**src/rtl/alu.sv**
```systemverilog
// Single-cycle registered ALU: N-bit arithmetic, logic, shift and multiply ops with
// ARM-style NZCV flags. A synchronous active-low reset clears the result and all flags.
module alu #(
   parameter int unsigned N = 3
) (
   input  logic         clk,
   input  logic         rst_n,
   input  logic [N-1:0] a,
   input  logic [N-1:0] b,
   input  logic [3:0]   AluControl,
   output logic [N-1:0] AluResult,
   output logic         z,
   output logic         n,
   output logic         c,
   output logic         v
);

   localparam logic [3:0] OpAdd = 4'b0000;
   localparam logic [3:0] OpSub = 4'b0001;
   localparam logic [3:0] OpAnd = 4'b0010;
   localparam logic [3:0] OpOrr = 4'b0011;
   localparam logic [3:0] OpEor = 4'b0100;
   localparam logic [3:0] OpRsb = 4'b0101;
   localparam logic [3:0] OpBic = 4'b0110;
   localparam logic [3:0] OpMov = 4'b0111;
   localparam logic [3:0] OpMvn = 4'b1000;
   localparam logic [3:0] OpLsl = 4'b1001;
   localparam logic [3:0] OpLsr = 4'b1010;
   localparam logic [3:0] OpAsr = 4'b1011;
   localparam logic [3:0] OpRor = 4'b1100;
   localparam logic [3:0] OpMul = 4'b1101;

   localparam logic [N-1:0] NVal = N'(N);

   logic [N:0]        sumAB;
   logic [N:0]        diffAB;
   logic [N:0]        diffBA;
   logic [N:0]        lslWide;
   logic [N:0]        lsrWide;
   logic signed [N:0] asrWide;
   logic [N-1:0]      rotAmt;
   logic [N-1:0]      rorRes;
   logic [N-1:0]      mulRes;

   logic [N-1:0] resultD;
   logic         zD;
   logic         nD;
   logic         cD;
   logic         vD;

   // Shifters carry one extra bit so the last bit shifted out lands in a fixed position.
   always_comb begin
      sumAB   = {1'b0, a} + {1'b0, b};
      diffAB  = {1'b0, a} - {1'b0, b};
      diffBA  = {1'b0, b} - {1'b0, a};
      lslWide = {1'b0, a} << b;
      lsrWide = {a, 1'b0} >> b;
      asrWide = $signed({a, 1'b0}) >>> b;
      rotAmt  = N'(b % N);
      rorRes  = (a >> rotAmt) | (a << (NVal - rotAmt));
      mulRes  = a * b;
   end

   always_comb begin
      resultD = '0;
      cD      = 1'b0;
      vD      = 1'b0;
      case (AluControl)
         OpAdd: begin
            resultD = sumAB[N-1:0];
            cD      = sumAB[N];
            vD      = (a[N-1] == b[N-1]) && (sumAB[N-1] != a[N-1]);
         end
         OpSub: begin
            resultD = diffAB[N-1:0];
            cD      = ~diffAB[N];
            vD      = (a[N-1] != b[N-1]) && (diffAB[N-1] != a[N-1]);
         end
         OpRsb: begin
            resultD = diffBA[N-1:0];
            cD      = ~diffBA[N];
            vD      = (a[N-1] != b[N-1]) && (diffBA[N-1] != b[N-1]);
         end
         OpAnd: resultD = a & b;
         OpOrr: resultD = a | b;
         OpEor: resultD = a ^ b;
         OpBic: resultD = a & ~b;
         OpMov: resultD = b;
         OpMvn: resultD = ~b;
         OpLsl: begin
            resultD = lslWide[N-1:0];
            cD      = lslWide[N];
         end
         OpLsr: begin
            resultD = lsrWide[N:1];
            cD      = lsrWide[0];
         end
         OpAsr: begin
            resultD = asrWide[N:1];
            cD      = asrWide[0];
         end
         OpRor: begin
            resultD = rorRes;
            cD      = (rotAmt != '0) && rorRes[N-1];
         end
         OpMul: resultD = mulRes;
         default: ;
      endcase
      zD = (resultD == '0);
      nD = resultD[N-1];
   end

   always_ff @(posedge clk) begin
      if (!rst_n) begin
         AluResult <= '0;
         z         <= 1'b0;
         n         <= 1'b0;
         c         <= 1'b0;
         v         <= 1'b0;
      end else begin
         AluResult <= resultD;
         z         <= zD;
         n         <= nD;
         c         <= cD;
         v         <= vD;
      end
   end

endmodule

```
**config.mk**
```make
export PLATFORM = sky130hd
export DESIGN_NAME = alu
export DESIGN_NICKNAME = d
export VERILOG_FILES = /design/src/rtl/alu.sv
export SDC_FILE = /design/constraint.sdc
export NUM_CORES = 1
export LEC_CHECK = 0
export BUFFER_PORTS_ARGS = -buffer_cell sky130_fd_sc_hd__buf_2
export CAP_MARGIN = 25
export CORE_MARGIN = 2
export CORE_UTILIZATION = 50
export CTS_CLUSTER_DIAMETER = 120
export DETAILED_ROUTE_END_ITERATION = 6
export GPL_TIMING_DRIVEN = 0
export PLACE_DENSITY = 0.79
export SETUP_SLACK_MARGIN = 0.15
export SLEW_MARGIN = 15
export SYNTH_ARGS = -nofsm -noshare
export SYNTH_HDL_FRONTEND = slang
export SYNTH_SLANG_ARGS = --single-unit
```
**constraint.sdc**
```tcl
create_clock -name clk -period 3.71 [get_ports clk]
set_input_delay 0.371 -clock clk [delete_from_list [all_inputs] [get_ports clk]]
set_output_delay 0.371 -clock clk [all_outputs]
set_load 0.02 [all_outputs]
```
* Word-level counts from Yosys, hierarchy flattened
Cells that the tools add are included.
Storage, ports and cells: register bits after elaboration 7, input bits 12, output and inout bits 7
Cells by class: $add $sub $neg 4, multipliers 1, divide/modulo/power cells 1, equality and inequality tests 18, shifts and indexed selects 5, muxes and demuxes 3, bitwise operators 8, reductions and logical operators 7
Operators by type and width (number):
- case mux 3 bit (14 select lines) | 1
- remainder unit 3 x 2 -> 32 bit (second input constant) | 1
- == test 4 bit (second input constant) | 6
- == test 4 x 3 -> 1 bit (second input constant) | 4
- == test 4 x 2 -> 1 bit (second input constant) | 2
- subtractor 3 x 3 -> 4 bit | 2
- case mux 1 bit (7 select lines) | 1
- AND 3 bit | 2
- OR 3 bit | 2
- adder 3 x 3 -> 4 bit | 1
- == test 4 x 1 -> 1 bit (second input constant) | 1
- logical AND 1 bit | 4
- logical NOT 4 bit | 1
- != test 1 bit | 4
- left shift 3 x 3 -> 4 bit | 1
- >> shifter 4 x 3 -> 4 bit | 1
- >>> shifter 4 x 3 -> 4 bit | 1
- logical NOT 3 bit | 1
- multiplier 3 x 3 -> 3 bit | 1
- NOT 3 bit | 1
- case mux 1 bit (3 select lines) | 1
- nonzero test 3 bit | 1
- left shift 3 x 3 -> 3 bit | 1
- >> shifter 3 x 3 -> 3 bit | 1
- other kinds (4) | 5

* Longest topological paths before layout
Gate-level depths: netlist (run 1).
word-level depth 6, gate-level depth with buffers 10, gate-level depth less buffers 10

* Worst setup path after synthesis (run 1)
No wires, ideal clock.
path type input-to-reg, start input b[2], end register AluResult[2], setup time 115 ps, data arrival time 2144 ps, slack 1451 ps, stages 10, buffers on the path 2, cells stage by stage clkbuf_1 -> inv_1 -> ha_1 -> clkbuf_1 -> xor2_1 -> mux2i_1 -> a32oi_1 -> o311a_1 -> nand3_1 -> and2_1
On the way: longest elaborated chain between the ends 5, elaborated cells on any way between the ends 18, classes of those cells add/sub: 4; mul: 1; div: 1; shift: 5; mux: 1; bitwise: 6
Ends and longest elaborated chain:
- from (decl) | line 9 | input logic [N-1:0] b,
- remainder unit 3 x 2 -> 32 bit | line 59 | rotAmt = N'(b % N);
- subtractor 2 x 3 -> 3 bit | line 60 | rorRes = (a >> rotAmt) | (a << (NVal - rotAmt));
- left shift 3 x 3 -> 3 bit | line 60
- OR 3 bit | line 60
- case mux 3 bit (14 select lines) * | line 68 | case (AluControl)
- to (signal assigned) | line 121 | AluResult <= resultD;
- to (decl) | line 11 | output logic [N-1:0] AluResult,
Every way passes the cells marked *; elsewhere a longest branch is shown, timed or not. A chain may end at the register's enable or synchronous reset.

* Final worst setup path (run 1)
Ends and elaborated chain as after synthesis.

==> results.yml, run 1 <==
outcome:
  outcome: "finished clean"
clock_network:
  cts_tree: "built"
  cts_setup_buffers: 0
  h-tree-depth: 1
  cts_hold_buffers: 0
  clkTransAtPathRegs_ns: 0.04
  cts_buffers: 3
  clockBufferDepth: 2
  clock_sinks: 6
  cts.repair.resized: 0
  root_buffer: "clkbuf_4"
global_routing:
  grt_pass1_vias: 1528
  grt.total_usage_pct: 27.79
  grt.overflow.total: 0
  grt_max_degree: 11
  antenna_found_initial: 0
  grt_pass1_wl_mm: 7.424
hold_path:
  hp-start: "rst_n"
  whs_path_depth: 2
  holdPathEnd: "AluResult[2]"
  min_path_type: "in -> reg"
synthesis:
  synthCells: 212
  yosys.area.top_type_share_pct: 11.52
  yosys_warnings: 0
  ys_types: 54
  yosysSeqAreaShare_pct: 7.901
  ys_ff_latch: 6
  synth_most_common_cell: "nor2_1"
  synthArstFlopShare_pct: 0
  synth_nets: 241
  synth-edff-count: 0
  synthTopCellsByCount: "19 x nor2_1, 16 x nand2_1, 14 x ha_1, 12 x clkbuf_1, 11 x inv_1"
  ys.flop_type: "dfxtp_1"
  avgSynthCellArea_um2: 7.171
  synth_top_area_cell: "ha_1"
  synth_area_um2: 1520
  synth_top_cells_by_area: "ha_1 12%, dfxtp_1 7.9%, nor2_1 4.7%"
sta:
  drv_slew: 0
  tightest_slew_ns: 0.6607
  min_period_ns: 2.689
  fin_crit_sh_pct: 72.49
  slew-limit-headroom_pct: 55.84
  rsz0062_at_grt: "false"
  fmax_mhz: 371.9
  hold_viol_final: 0
  finalSetupViolations: 0
  setup_tns_ns: 0
die:
  std_cell_rows: 20
  die_h_um: 59.14
  ios: 19
  dieArea_um2: 3498
  coreArea_um2: 2978
  die_w_um: 59.14
  start_util_pct: 51.05
finish:
  fin_nets: 264
  stdcell_count: 266
  diodes: 0
  drive_gt1_share_pct: 13.30
  seq_area_um2: 120.1
  multi_input_area_um2: 1267
  fillers: 282
  area_delta_synth_final_pct: 10.12
power:
  finalPower_mw: 0.3229
  p_leak_nw: 0.6962
  p_per_area_nw_per_um2: 192.9
  ir_drop_mv: 0.06604
detailed_routing:
  drtIter0Drc: 140
  wl_mm: 4.486
  via_per_inst: 6.398
  avgRoutedWirePerCell_um: 16.86
  firstDrtPassIters: 5
  post-route-drc-count: 0
  ant_nets: 0
  num_vias: 1702
placement:
  dp.cells: 263
  io_buffer_count: 18
  hpwl_mm: 3.364
  gp_congestion: 0.9937
worst_setup_path:
  critPathKind: "in -> reg"
  cp.required_ns: 3.84
  arrival_ns: 2.82
  crit_fanout: 10
  critPathLaunchType: "primary input"
  endpoint_kind: "flip-flop"
run:
  drv_cap: 0
[sequential cells by signal, summed over array words and instances (netlist names)]
signal / cells
AluResult: 3
z: 1
c: 1
v: 1
[worst max path at each step]
stage / start / to / slack, ns / cells past startpoint
after floorplan: b[2] / AluResult[2] / 1.45 / 10
after global placement: b[2] / AluResult[2] / 0.80 / 11
after CTS: b[2] / AluResult[2] / 1.07 / 11
final: b[2] / AluResult[2] / 1.02 / 11
after global routing: b[2] / AluResult[2] / 0.78 / 11
after detailed placement: b[2] / AluResult[2] / 0.82 / 11
[critical path: stages]
cell	delay (ns)
buf_2	0.18
clkbuf_1	0.43
inv_1	0.17
ha_1	0.31
clkbuf_1	0.26
xor2_1	0.27
mux2i_1	0.11
a32oi_1	0.22
o311a_1	0.19
nand3_1	0.11
and2_1	0.19
[layer usage]
layer	vias to the layer above	part of all wire (%)	GRT usage, %
met2	106	45	42.22
met5	-	0	0
met4	0	1.6	11.04
met1	765	43	39.97
li1	821	-	-
met3	10	9.9	2.838
[cell type report]
cell class	instances	share of cell area (%)
Tap cell	33	2.466
Clock buffer	3	1.345
Sequential cell	6	7.175
Buffer	20	5.456
Timing Repair Buffer	18	5.381
Multi-Input combinational cell	175	75.71
Inverter	11	2.466
[report_power, final]
group / leakage (nW) / switching, mW / internal, mW
clock: 0.0138 / 0.0203 / 0.0364
sequential: 0.0492 / 0.00114 / 0.0697
combinational: 0.633 / 0.121 / 0.0740
total: 0.696 / 0.143 / 0.180
[per-stage QoR]
stage / instance area [µm²] / setup WS, ns / hold WS (ns) / util (%)
after global routing: 1674 / 0.7782 / 0.4194 / 56.22
final: 1674 / 1.021 / 0.4159 / 56.22
after CTS: 1674 / 1.066 / 0.4146 / 56.22
after global placement: 1652 / 0.7961 / 0.6589 / 55.46
after detailed placement: 1652 / 0.8221 / 0.6586 / 55.46
after floorplan: 1520 / 1.451 / 0.4927 / -
[cell usage in the layout, fill, tap and decap left out, drive strengths merged, types with 2 or more instances in the layout]
cell type	n
and2	4
buf	26
a32oi	3
o21bai	3
inv	11
a211oi	4
a21oi	7
clkbuf	15
o211ai	3
dfxtp	6
ha	14
nor3b	3
nand4	4
nand2	16
o21ai	9
nand3	7
a2111oi	5
or3	4
o22ai	2
nand2b	4
xor2	7
a311oi	2
nor3	9
a31oi	5
o31ai	4
mux2i	6
fa	3
nor2b	6
nor2	19
o221ai	2
xnor2	4
[cell families (layout without fill, tap and decap cells)]
kind of cell             Yosys count  in the layout  share of synthesized area (%)
AO/OA/AOI/OAI                     59             59                          28.48
XOR/XNOR                          12             12                          7.819
adder cells (fa/ha/maj)           17             17                          15.47
buffers and inverters             31             52                          8.724
flip-flops                         6              6                          7.902
multiplexers                       6              6                          3.951
AND/OR/NAND/NOR                   81             81                          27.65
(Power assumes the default switching activity.)
==> run 2, diff against run 1 <==
ABC_AREA = 1   (was unset)
PLACE_DENSITY = 0.83   (was 0.79)
clock period = 2.3 ns   (was 3.71 ns; I/O delays follow)
==> results.yml, run 2 <==
outcome:
  outcome: "finished clean"
worst_setup_path:
  path_cells: "buf_2 > buf_4 > inv_4 > ha_2 > inv_1 > fa_1 > xnor2_1 > nand2_1 > nand2_1 > nor2_1 > nand3_1 > nor2_2 > nand3_1 > nor2_2"
  critPathKind: "in -> reg"
  endpoint: "z"
  cp-startpoint: "b[0]"
  critPathLaunchType: "primary input"
  slowest_stage: "fa_1"
  cpPeakStageDelay_ns: 0.37
  arrival_ns: 2.22
  cp.required_ns: 2.48
  crit_fanout: 10
  endpoint_kind: "flip-flop"
global_routing:
  grt.total_usage_pct: 23.53
  grt_max_degree: 13
  grt_pass1_wl_mm: 6.223
  grt.overflow.total: 0
  antenna_found_initial: 0
  grt_pass1_vias: 1427
finish:
  layout_common_cells: "64 x nand2_1, 36 x nand3_1, 24 x nor2_1"
  area_delta_synth_final_pct: 11.02
  drive_gt1_share_pct: 19.92
  final_core_util_pct: 57.66
  fin_nets: 292
  stdcell_count: 292
  largest_register_ff_count: 3
  diodes: 0
  fillers: 273
  design_area_um2: 1563
  top_register: "AluResult"
  final_common_cell: "nand2_1"
clock_network:
  cts_buffers: 3
  cts_tree: "built"
  root_buffer: "clkbuf_4"
  clockBufferDepth: 2
  h-tree-depth: 1
  clkTransAtPathRegs_ns: 0.05
  cts_setup_buffers: 0
  clock_sinks: 6
sta:
  drv_slew: 0
  setup_ws_ns: 0.2556
  rsz0062_at_grt: "true"
  min_period_ns: 2.044
  hold_viol_final: 0
  tightest_slew_ns: 0.4490
  fin_crit_sh_pct: 88.89
  finalSetupViolations: 0
  slew-limit-headroom_pct: 69.95
  fmax_mhz: 489.1
  setup_tns_ns: 0
  hold_ws_ns: 0.2403
synthesis:
  synth_top_area_cell: "nand2_1"
  yosys.area.top_type_share_pct: 17.07
  synth_top_cells_by_area: "nand2_1 17%, nand3_1 13%, ha_1 12%"
  yosys_warnings: 0
  synth_most_common_cell: "nand2_1"
  ys.flop_type: "dfxtp_1"
  yosysSeqAreaShare_pct: 8.533
  synth-edff-count: 0
  synth_nets: 270
  synth_area_um2: 1408
  avgSynthCellArea_um2: 5.841
  synthCells: 241
  ys_types: 28
  ys_ff_latch: 6
  synthArstFlopShare_pct: 0
  synthTopCellsByCount: "64 x nand2_1, 36 x nand3_1, 24 x nor2_1, 23 x inv_1"
detailed_routing:
  num_vias: 1589
  firstDrtPassIters: 4
  post-route-drc-count: 0
  avgRoutedWirePerCell_um: 12.88
  via_per_inst: 5.442
  drtIter0Drc: 91
  wl_mm: 3.762
  ant_nets: 0
power:
  ir_drop_mv: 0.3554
  p_leak_nw: 0.8333
  finalPower_mw: 0.4962
  p_per_area_nw_per_um2: 317.5
die:
  die_h_um: 57.06
  std_cell_rows: 19
  coreArea_um2: 2710
  start_util_pct: 51.94
  ios: 19
  dieArea_um2: 3256
  die_w_um: 57.06
hold_path:
  min_path_type: "in -> reg"
placement:
  io_buffer_count: 17
  gp_congestion: 0.9603
  hpwl_mm: 2.993
  dp.cells: 289
  place_ws_ns: -0.1234
  postPlaceCellArea_um2: 1531
run:
  drv_cap: 0
run 2: routing by layer:
metal / vias up / part of all wire, % / track usage (%)
li1: 822 / - / -
met1: 694 / 45 / 33.80
met2: 69 / 46 / 39.41
met3: 4 / 7.9 / 1.361
met4: 0 / 1.1 / 4.319
met5: - / 0 / 0
run 2: worst max-delay path: cells and delay by family:
family / cells / cell delay, ns
xor+xnor: 1 / 0.17
fa+ha+maj: 2 / 0.59
buf+inv: 4 / 0.50
simple gates: 7 / 0.72
run 2: repair_timing:
| item | in CTS | in global routing |
|---|---|---|
| hold buffers | 0 | 0 |
| pin swaps | 0 | 0 |
| gates resized for setup | 1 | 3 |
| setup endpoints to repair | 1 | 3 |
run 2: how the worst min path moves through the flow:
| stage | cells past startpoint | slack [ns] | start | end |
|---|---|---|---|---|
| after CTS | 3 | 0.23 | rst_n | AluResult[2] |
| final | 3 | 0.24 | rst_n | AluResult[2] |
| after global placement | 3 | 0.49 | rst_n | AluResult[2] |
| after global routing | 3 | 0.25 | rst_n | AluResult[2] |
| after floorplan | 2 | 0.33 | rst_n | AluResult[2] |
| after detailed placement | 3 | 0.49 | rst_n | AluResult[2] |
run 2: logic make-up after synthesis:
group           after synthesis  synth area share, %
flops                         6                8.534
compound gates               34                13.33
buf+inv                      36                11.20
xor+xnor                      5                3.112
fa+ha+maj                    17                16.71
simple gates                143                47.11
run 2: layout make-up:
type                    instances  area (µm²)  share of cell area, %
repair buffers                 17       85.08                  5.444
flip-flops and latches          6       120.1                  7.686
inverters                      29       112.6                  7.206
well taps                      31       38.79                  2.482
multi-input cells             199        1132                  72.46
plain buffers                   7       51.30                  3.283
clock buffers                   3       22.52                  1.441
run 2: power breakdown:
group	total (mW)	internal [mW]	switching [mW]
logic	0.284	0.0983	0.186
registers	0.116	0.114	0.00234
clock network	0.0956	0.0589	0.0367
total	0.496	0.271	0.225
